$ cat src/rtl/clz_pkg.sv
// Shared helpers for the count-leading-zeros unit: width math and default sizing.
package clz_pkg;

    // Ceiling log2; clog2(1) is 0.
    function automatic int unsigned clog2(input int unsigned n);
        int unsigned r;
        int unsigned v;
        r = 0;
        v = 1;
        while (v < n) begin
            v = v << 1;
            r = r + 1;
        end
        return r;
    endfunction

    // Smallest power of two that is >= n.
    function automatic int unsigned next_pow2(input int unsigned n);
        int unsigned v;
        v = 1;
        while (v < n) begin
            v = v << 1;
        end
        return v;
    endfunction

    // Tree level whose outputs get the optional mid-tree register: roughly halfway down.
    function automatic int unsigned pipe_cut(input int unsigned levels);
        return (levels > 1) ? (levels / 2) - 1 : 0;
    endfunction

    localparam int unsigned DefaultBitsIn   = 8;
    localparam int unsigned DefaultPadWidth = next_pow2(DefaultBitsIn);
    localparam int unsigned DefaultCntWidth = clog2(DefaultPadWidth);

endpackage

$ cat src/rtl/clz_clk_node.sv
// Combinational merge node of the leading-zero tree: joins a left (more significant)
// and a right half, each carrying a valid flag and an m-bit count.
module clz_node #(
    parameter int unsigned m = 1
) (
    input  logic         vl,
    input  logic [m-1:0] cl,
    input  logic         vr,
    input  logic [m-1:0] cr,
    output logic         v,
    output logic [m:0]   count
);

    // If the left half holds a 1 its count stands; otherwise the whole left half is
    // zeros, which adds 2^m to the right half's count.
    always_comb begin
        v     = vl | vr;
        count = vl ? {1'b0, cl} : {1'b1, cr};
    end

endmodule

$ cat src/rtl/clz_clk.sv
// Registered count-leading-zeros unit. Result and any-bit-set flag appear one cycle
// after b is sampled. Defining CLZ_CLK_PIPE_EN adds a mid-tree register (latency 2).
module clz_clk
    import clz_pkg::*;
#(
    parameter int unsigned bits_in = 8
) (
    input  logic                       clk,
    input  logic                       rst,
    input  logic [bits_in-1:0]         b,
    output logic                       vout,
    output logic [clog2(bits_in)-1:0]  pout
);

    localparam int unsigned P   = next_pow2(bits_in);
    localparam int unsigned L   = clog2(P);
    localparam int unsigned W   = clog2(bits_in);
    localparam int unsigned Cut = pipe_cut(L);

    logic [P-1:0] b_pad;

    // Pad at the LSB end so zeros below the real bits never change a nonzero count.
    always_comb begin
        b_pad                  = '0;
        b_pad[P-1 -: bits_in]  = b;
    end

    // Level k has P >> (k+1) nodes, each with a (k+1)-bit count. Index 0 is the most
    // significant node of its level.
    for (genvar k = 0; k < L; k++) begin : g_lvl
        localparam int unsigned N = P >> (k + 1);

        logic [N-1:0] v;
        logic [k:0]   c   [N];
        logic [N-1:0] v_s;
        logic [k:0]   c_s [N];

        if (k == 0) begin : g_leaf
            for (genvar j = 0; j < N; j++) begin : g_pair
                assign v[j] = |b_pad[P-1-2*j -: 2];
                assign c[j] = ~b_pad[P-1-2*j];
            end
        end else begin : g_merge
            for (genvar j = 0; j < N; j++) begin : g_node
                clz_node #(
                    .m(k)
                ) u_node (
                    .vl    (g_lvl[k-1].v_s[2*j]),
                    .cl    (g_lvl[k-1].c_s[2*j]),
                    .vr    (g_lvl[k-1].v_s[2*j+1]),
                    .cr    (g_lvl[k-1].c_s[2*j+1]),
                    .v     (v[j]),
                    .count (c[j])
                );
            end
        end

`ifdef CLZ_CLK_PIPE_EN
        if (k == Cut) begin : g_stage
            // Mid-tree register splitting the combinational depth across two cycles.
            always_ff @(posedge clk) begin
                if (rst) begin
                    v_s <= '0;
                    for (int j = 0; j < N; j++) begin
                        c_s[j] <= '0;
                    end
                end else begin
                    v_s <= v;
                    for (int j = 0; j < N; j++) begin
                        c_s[j] <= c[j];
                    end
                end
            end
        end else begin : g_pass
            assign v_s = v;
            for (genvar j = 0; j < N; j++) begin : g_wire
                assign c_s[j] = c[j];
            end
        end
`else
        assign v_s = v;
        for (genvar j = 0; j < N; j++) begin : g_wire
            assign c_s[j] = c[j];
        end
`endif
    end

    logic         v_root;
    logic [L-1:0] c_root;

    assign v_root = g_lvl[L-1].v_s[0];
    assign c_root = g_lvl[L-1].c_s[0];

    // Output register; an all-zero vector reports count 0 rather than the tree's all-ones.
    always_ff @(posedge clk) begin
        if (rst) begin
            vout <= 1'b0;
            pout <= '0;
        end else begin
            vout <= v_root;
            pout <= v_root ? c_root[W-1:0] : '0;
        end
    end

endmodule

$ cat config.mk
export PLATFORM = sky130hd
export DESIGN_NAME = clz_clk
export DESIGN_NICKNAME = d
export VERILOG_FILES = /design/src/rtl/clz_pkg.sv /design/src/rtl/clz_clk_node.sv /design/src/rtl/clz_clk.sv
export SDC_FILE = /design/constraint.sdc
export NUM_CORES = 1
export LEC_CHECK = 0
export BUFFER_PORTS_ARGS = -buffer_cell sky130_fd_sc_hd__buf_2
export CAP_MARGIN = 20
export CORE_AREA = 10 10 47 49
export CTS_CLUSTER_DIAMETER = 200
export DETAILED_ROUTE_END_ITERATION = 10
export DIE_AREA = 0 0 57 59
export PLACE_DENSITY_LB_ADDON = 0.05
export SYNTH_ARGS = -nofsm -noshare
export SYNTH_HDL_FRONTEND = slang
export SYNTH_SLANG_ARGS = --single-unit
$ cat constraint.sdc
create_clock -name clk -period 2.6 [get_ports clk]
set_input_delay 0.52 -clock clk [delete_from_list [all_inputs] [get_ports clk]]
set_output_delay 0.52 -clock clk [all_outputs]
set_load 0.005 [all_outputs]
==> flow_summary.ini, run 1 <==
[global_routing]
grt_pass1_vias = 221
grt_max_degree = 5
grt_pass1_wl_um = 993
gr-total-overflow = 0
grt_usage_pct = 4.102
antenna_found_initial = 0

[clock_network]
cts_buffer_depth = 2
cts-root-buf = clkbuf_4
path_clk_slew_ns = 0.03
postCtsHoldBufs = 0
post_cts_buffers = 0
h-tree-depth = 1
cts_made_buffers = 3
cts_sinks = 4
ctsResizeCount = 0
cts_tree = done

[sta]
worst_slew_pin_slew_ns = 0.3320
hold_viol_final = 0
rsz0062_at_grt = no
fin_crit_sh_pct = 47.90
relSlewSlack_pct = 77.69
max_freq_mhz = 803.0
min_period_ns = 1.245
final-setup-viol-count = 0
fin_setup_tns_ns = 0
drv_slew = 0
hold_slack_ns = 0.5036

[min_path]
hold_class = input port to flip-flop

[drt]
routed_wl_um = 577
vias = 189
vias_per_cell = 3.938
antenna_left = 0
dr.pass1.iters = 2
wl_per_cell_um = 12.02
drc = 0
drt_iter0_markers = 3

[power]
leakagePower_nw = 0.1249
peakVddDrop_uv = 86.46
power_density_mw_per_mm2 = 554.7

[worst_setup_path]
cp.required_ns = 2.71
crit_path_end_kind = flip-flop
critPathMaxStageDelay_ns = 0.37
path_max_fanout = 4
cp_cell_sequence = buf_2 > nor4_4 > nor3_1 > o31a_1
crit_arrival_ns = 1.36
cp-start-kind = input port
worst-path-buf-inv = 1
critical_path_class = input port to flip-flop
cpMaxStageDelayCell = nor4_4
crit_family = simple AND/OR/NAND/NOR gates

[die]
rows = 14
chipWidth_um = 57
num_io_pins = 14
dieArea_mm2 = 0.003363
initial_utilization_pct = 13.12
die_h_um = 59
coreArea_mm2 = 0.001401

[yosys]
synth_nets = 26
synth_seq_cells = 4
avgSynthCellArea_um2 = 11.50
synth_area_leaders = dfxtp_1, nor4_4, o31a_1
synth_cell_types = 10
yosys.area.top_type = dfxtp_1
synth_cells = 16
syn_area_um2 = 183.9
seq_area_frac_synth_pct = 43.54
yosysWarnings = 0
synth_top_area_share_pct = 43.54

[placement]
numPortBuffers = 13
dp_hpwl_um = 509.3
gp_congestion = 0.6798
dpl.cell_count = 45

[cells_and_area]
syn_to_final_growth_pct = 58.50
instances_no_fill = 48
drive_above_1_share_pct = 59.38
antenna_cells = 0
nNetsFinal = 44

[job]
max-cap-violations = 0

[status]
status = finished clean
-- per-stage QoR --
step	setup WS (ns)	util (%)	instance area, um^2	power, W
after CTS	1.349	20.80	291.5	0.0001672
after global routing	1.295	20.80	291.5	0.0001717
after global placement	1.105	19.20	269.0	0.00008874
final	1.355	20.80	291.5	0.0001617
after floorplan	1.340	-	183.9	0.00007291
after detailed placement	1.106	19.20	269.0	0.00008912
-- final timing paths --
kind | from | to | slack [ns] | cells past startpoint
worst max-delay path | b[3] | pout[1]$_SDFF_PP0_ | 1.35 | 4
worst min-delay path | rst | vout$_SDFF_PP0_ | 0.50 | 2
-- routing by layer --
layer | GRT usage (%) | wire length [um] | share of wire [%]
met1 | 4.147 | 233 | 40
met4 | 5.034 | 0 | 0
met5 | 0 | 0 | 0
met2 | 5.116 | 289 | 50
met3 | 2.575 | 54 | 9.4
-- kinds of logic (layout without fill, tap and decap cells) --
| group | after synthesis | after routing | synth area share [%] |
|---|---|---|---|
| simple gates | 6 | 6 | 31.30 |
| compound gates | 5 | 5 | 23.13 |
| flops | 4 | 4 | 43.54 |
| buf+inv | 1 | 17 | 2.039 |
-- registers in the layout, summed over array words and instances (netlist names) --
register  count
pout          3
vout          1
-- layout by cell type (no fill, tap or decap) --
| cell type | n |
|---|---|
| o31a_1 | 2 |
| nor4_2 | 1 |
| clkbuf_4 | 3 |
| a2111oi_2 | 1 |
| dfxtp_1 | 4 |
| inv_1 | 1 |
| nor2b_1 | 1 |
| a21oi_1 | 2 |
| nor4_4 | 1 |
| buf_2 | 13 |
| nor3_1 | 2 |
| nor3b_1 | 1 |
-- cell type report --
| cell class | instances | area [um^2] |
|---|---|---|
| sequential | 4 | 80.08 |
| timing repair buffer | 13 | 65.06 |
| multi-input combinational | 11 | 100.1 |
| fill | 157 | 1110 |
| tap | 16 | 20.02 |
| clock buffer | 3 | 22.52 |
| inverter | 1 | 3.754 |
-- cells in the mapped netlist --
master     instances
a21oi_1            2
nor3_1             2
a2111oi_2          1
nor4_2             1
inv_1              1
nor2b_1            1
nor3b_1            1
nor4_4             1
o31a_1             2
dfxtp_1            4
-- where the power goes --
group | leakage (nW) | internal [W] | switching (W) | total (W)
registers | 0.0330 | 0.0000643 | 0.000000449 | 0.0000647
clock network | 0.0138 | 0.0000514 | 0.0000225 | 0.0000739
logic | 0.0781 | 0.0000110 | 0.0000121 | 0.0000231
Power figures use the tool's default switching activity.
==> run 2: changes to the inputs <==
==> constraint.sdc (replaced) <==
create_clock -name clk -period 1.1 [get_ports clk]
set_input_delay 0.22 -clock clk [delete_from_list [all_inputs] [get_ports clk]]
set_output_delay 0.22 -clock clk [all_outputs]
set_load 0.005 [all_outputs]
==> flow_summary.ini, run 2 (synthesis gave the netlist of run 1 again) <==
[status]
status = finished clean

[global_routing]
grt_pass1_vias = 231
grt_max_degree = 5
grt_usage_pct = 3.849
grt_pass1_wl_um = 938
antenna_found_initial = 0
gr-total-overflow = 0

[worst_setup_path]
crit_start = b[3]
cp.required_ns = 1.21
worst-path-buf-inv = 1
crit_family = simple AND/OR/NAND/NOR gates
endpoint = pout[1]$_SDFF_PP0_
cp-start-kind = input port
cp.depth = 4
critPathMaxStageDelay_ns = 0.33
cp_cell_sequence = buf_2 > nor4_4 > nor3_1 > o31a_1
critical_path_class = input port to flip-flop
crit_arrival_ns = 0.99
path_max_fanout = 3
crit_path_end_kind = flip-flop
cpMaxStageDelayCell = nor4_4

[cells_and_area]
final_cell_mix = buf_2, dfxtp_1, clkbuf_4, buf_4
antenna_cells = 0
largest_register_ff_count = 3
reg_top3 = pout: 3 flops, vout: 1 flops
fillers = 173
largest-register = pout
utilization_pct = 22.41
layout_commonest_cell = buf_2
drive_above_1_share_pct = 62.86
nNetsFinal = 47
syn_to_final_growth_pct = 70.75

[drt]
drt_iter0_markers = 5
dr.pass1.iters = 4
wl_per_cell_um = 11.63
vias_per_cell = 3.784
drc = 0
vias = 193
antenna_left = 0
routed_wl_um = 593

[die]
coreArea_mm2 = 0.001401
rows = 14
num_io_pins = 14
die_h_um = 59
chipWidth_um = 57
dieArea_mm2 = 0.003363
initial_utilization_pct = 13.12

[placement]
numPortBuffers = 13
gp_congestion = 0.7116
dp_hpwl_um = 519.9
dp_slack_ns = -0.02569

[sta]
hold_viol_final = 0
worst_slew_pin_slew_ns = 0.3480
final-setup-viol-count = 0
relSlewSlack_pct = 76.61
min_period_ns = 0.8763
drv_slew = 0
max_freq_mhz = 1141
fin_crit_sh_pct = 79.66
setup_slack_ns = 0.2237
fin_setup_tns_ns = 0
rsz0062_at_grt = no
hold_slack_ns = 0.2035

[min_path]
hold_class = input port to flip-flop

[clock_network]
cts_buffer_depth = 2
h-tree-depth = 1
cts_made_buffers = 3
post_cts_buffers = 0
cts_tree = done
cts_sinks = 4
postCtsHoldBufs = 0
cts-root-buf = clkbuf_4
ctsResizeCount = 0
path_clk_slew_ns = 0.04

[power]
peakVddDrop_uv = 201.7
power_density_mw_per_mm2 = 1248
total_power_w = 0.0003919
leakagePower_nw = 0.1398

[job]
max-cap-violations = 0
run 2: per-layer routing:
layer / global-route usage (%) / wire [um] / vias to the layer above
li1: - / - / 102
met1: 3.095 / 216 / 80
met2: 5.271 / 294 / 9
met3: 3.004 / 75 / 2
met4: 5.034 / 6 / 0
met5: 0 / 0 / -
run 2: report_power, final:
group	internal, W	total (W)	switching, W
sequential	0.000152	0.000153	0.00000102
clock	0.000122	0.000178	0.0000558
combinational	0.0000314	0.0000615	0.0000300
run 2: worst min-delay path by stage:
stage,start,end,cells after the start
after global routing,rst,vout$_SDFF_PP0_,2
final,rst,vout$_SDFF_PP0_,2
after CTS,rst,vout$_SDFF_PP0_,2
after global placement,rst,vout$_SDFF_PP0_,2
after floorplan,rst,vout$_SDFF_PP0_,1
after detailed placement,rst,vout$_SDFF_PP0_,2
run 2: area by class of cell:
cell class	instances	area [um^2]	share of cell area, %
Multi-Input combinational cell	11	100.1	31.87
Timing Repair Buffer	16	87.58	27.89
Sequential cell	4	80.08	25.50
Clock buffer	3	22.52	7.171
Tap cell	16	20.02	6.375
Inverter	1	3.754	1.195
run 2: through the flow:
step	cells	area, um^2
floorplan	16	183.9
global placement	48	291.5
detailed placement	48	291.5
CTS	51	314.1
global route	51	314.1
finish	51	314.1
==> run 3: changes to the inputs <==
==> constraint.sdc (replaced) <==
create_clock -name clk -period 0.9 [get_ports clk]
set_input_delay 0.18 -clock clk [delete_from_list [all_inputs] [get_ports clk]]
set_output_delay 0.18 -clock clk [all_outputs]
set_load 0.005 [all_outputs]
==> flow_summary.ini, run 3 (synthesis gave the netlist of run 1 again) <==
[worst_setup_path]
cp_cell_sequence = buf_2 > nor4_4 > nor3_1 > o31a_1
cp-start-kind = input port
cpMaxStageDelayCell = nor4_4
critical_path_class = input port to flip-flop
crit_arrival_ns = 0.94
crit_family = simple AND/OR/NAND/NOR gates
cp.required_ns = 1.01
critPathMaxStageDelay_ns = 0.33
worst-path-buf-inv = 1
crit_path_end_kind = flip-flop
path_max_fanout = 3

[power]
total_power_w = 0.0004857
leakagePower_nw = 0.1639
power_density_mw_per_mm2 = 1381
peakVddDrop_uv = 266.3

[drt]
wl_per_cell_um = 10.32
vias = 210
dr.pass1.iters = 3
vias_per_cell = 3.750
routed_wl_um = 578
drt_iter0_markers = 1
drc = 0
antenna_left = 0

[global_routing]
grt_pass1_wl_um = 1035
antenna_found_initial = 0
grt_max_degree = 5
gr-total-overflow = 0
grt_pass1_vias = 252
grt_usage_pct = 4.190

[cells_and_area]
final_cell_mix = buf_2, buf_4, dfxtp_1, clkbuf_4
antenna_cells = 0
largest-register = pout
layout_commonest_cell = buf_2
nNetsFinal = 52
reg_top3 = pout: 3 flops, vout: 1 flops
drive_above_1_share_pct = 67.50
largest_register_ff_count = 3
final_area_um2 = 351.6
syn_to_final_growth_pct = 91.16

[status]
status = finished clean

[placement]
numPortBuffers = 13
dp_hpwl_um = 531.9
dp_slack_ns = -0.1725
postPlaceCellArea_um2 = 329.1
gp_congestion = 0.6766

[sta]
hold_viol_final = 0
worst_slew_pin_slew_ns = 0.3664
fin_crit_sh_pct = 92.22
max_freq_mhz = 1205
min_period_ns = 0.8300
final-setup-viol-count = 0
hold_slack_ns = 0.1767
relSlewSlack_pct = 75.37
setup_slack_ns = 0.07001
rsz0062_at_grt = no
drv_slew = 0

[die]
chipWidth_um = 57
num_io_pins = 14
initial_utilization_pct = 13.12
die_h_um = 59
dieArea_mm2 = 0.003363
coreArea_mm2 = 0.001401
rows = 14

[clock_network]
cts_sinks = 4
cts-root-buf = clkbuf_4
cts_buffer_depth = 2
ctsResizeCount = 0
cts_tree = done
postCtsHoldBufs = 0
cts_made_buffers = 3
path_clk_slew_ns = 0.03
post_cts_buffers = 0
h-tree-depth = 1

[job]
max-cap-violations = 0

[min_path]
hold_class = input port to flip-flop
[run 3: changes by cell type in the layout (fill, tap and decap cells not counted), sizes merged]
cell,before,now
buf,16,21
[run 3: area by class of cell]
class	count	area [um^2]
fill	165	1050
timing repair buffer	21	125.1
multi-input combinational	11	100.1
sequential	4	80.08
clock buffer	3	22.52
tap	16	20.02
inverter	1	3.754
[run 3: layer usage]
metal	part of all wire, %	track usage [%]	up-vias
met5	0	0	-
met4	1.0	4.027	0
met3	5.0	2.575	2
met2	47	5.426	9
met1	47	4.508	87
li1	-	-	112
[run 3: through the flow]
step           TNS [ns]  cells  utilization (%)
2_1_floorplan  -0.02042     16                -
3_3_place_gp    -0.5204     53            23.48
3_5_place_dp    -0.5243     53            23.48
4_1_cts               0     56            25.09
5_1_grt               0     56            25.09
6_report              0     56            25.09
[run 3: report_power, final]
group	internal, W	switching [W]
registers	0.000186	0.00000116
logic	0.0000516	0.0000391
clock network	0.000148	0.0000599
total	0.000386	0.000100
[run 3: worst paths after layout]
path	from	end	slack, ns	depth (start not counted)
worst max-delay path	b[3]	pout[1]$_SDFF_PP0_	0.07	4
worst min-delay path	rst	vout$_SDFF_PP0_	0.18	2
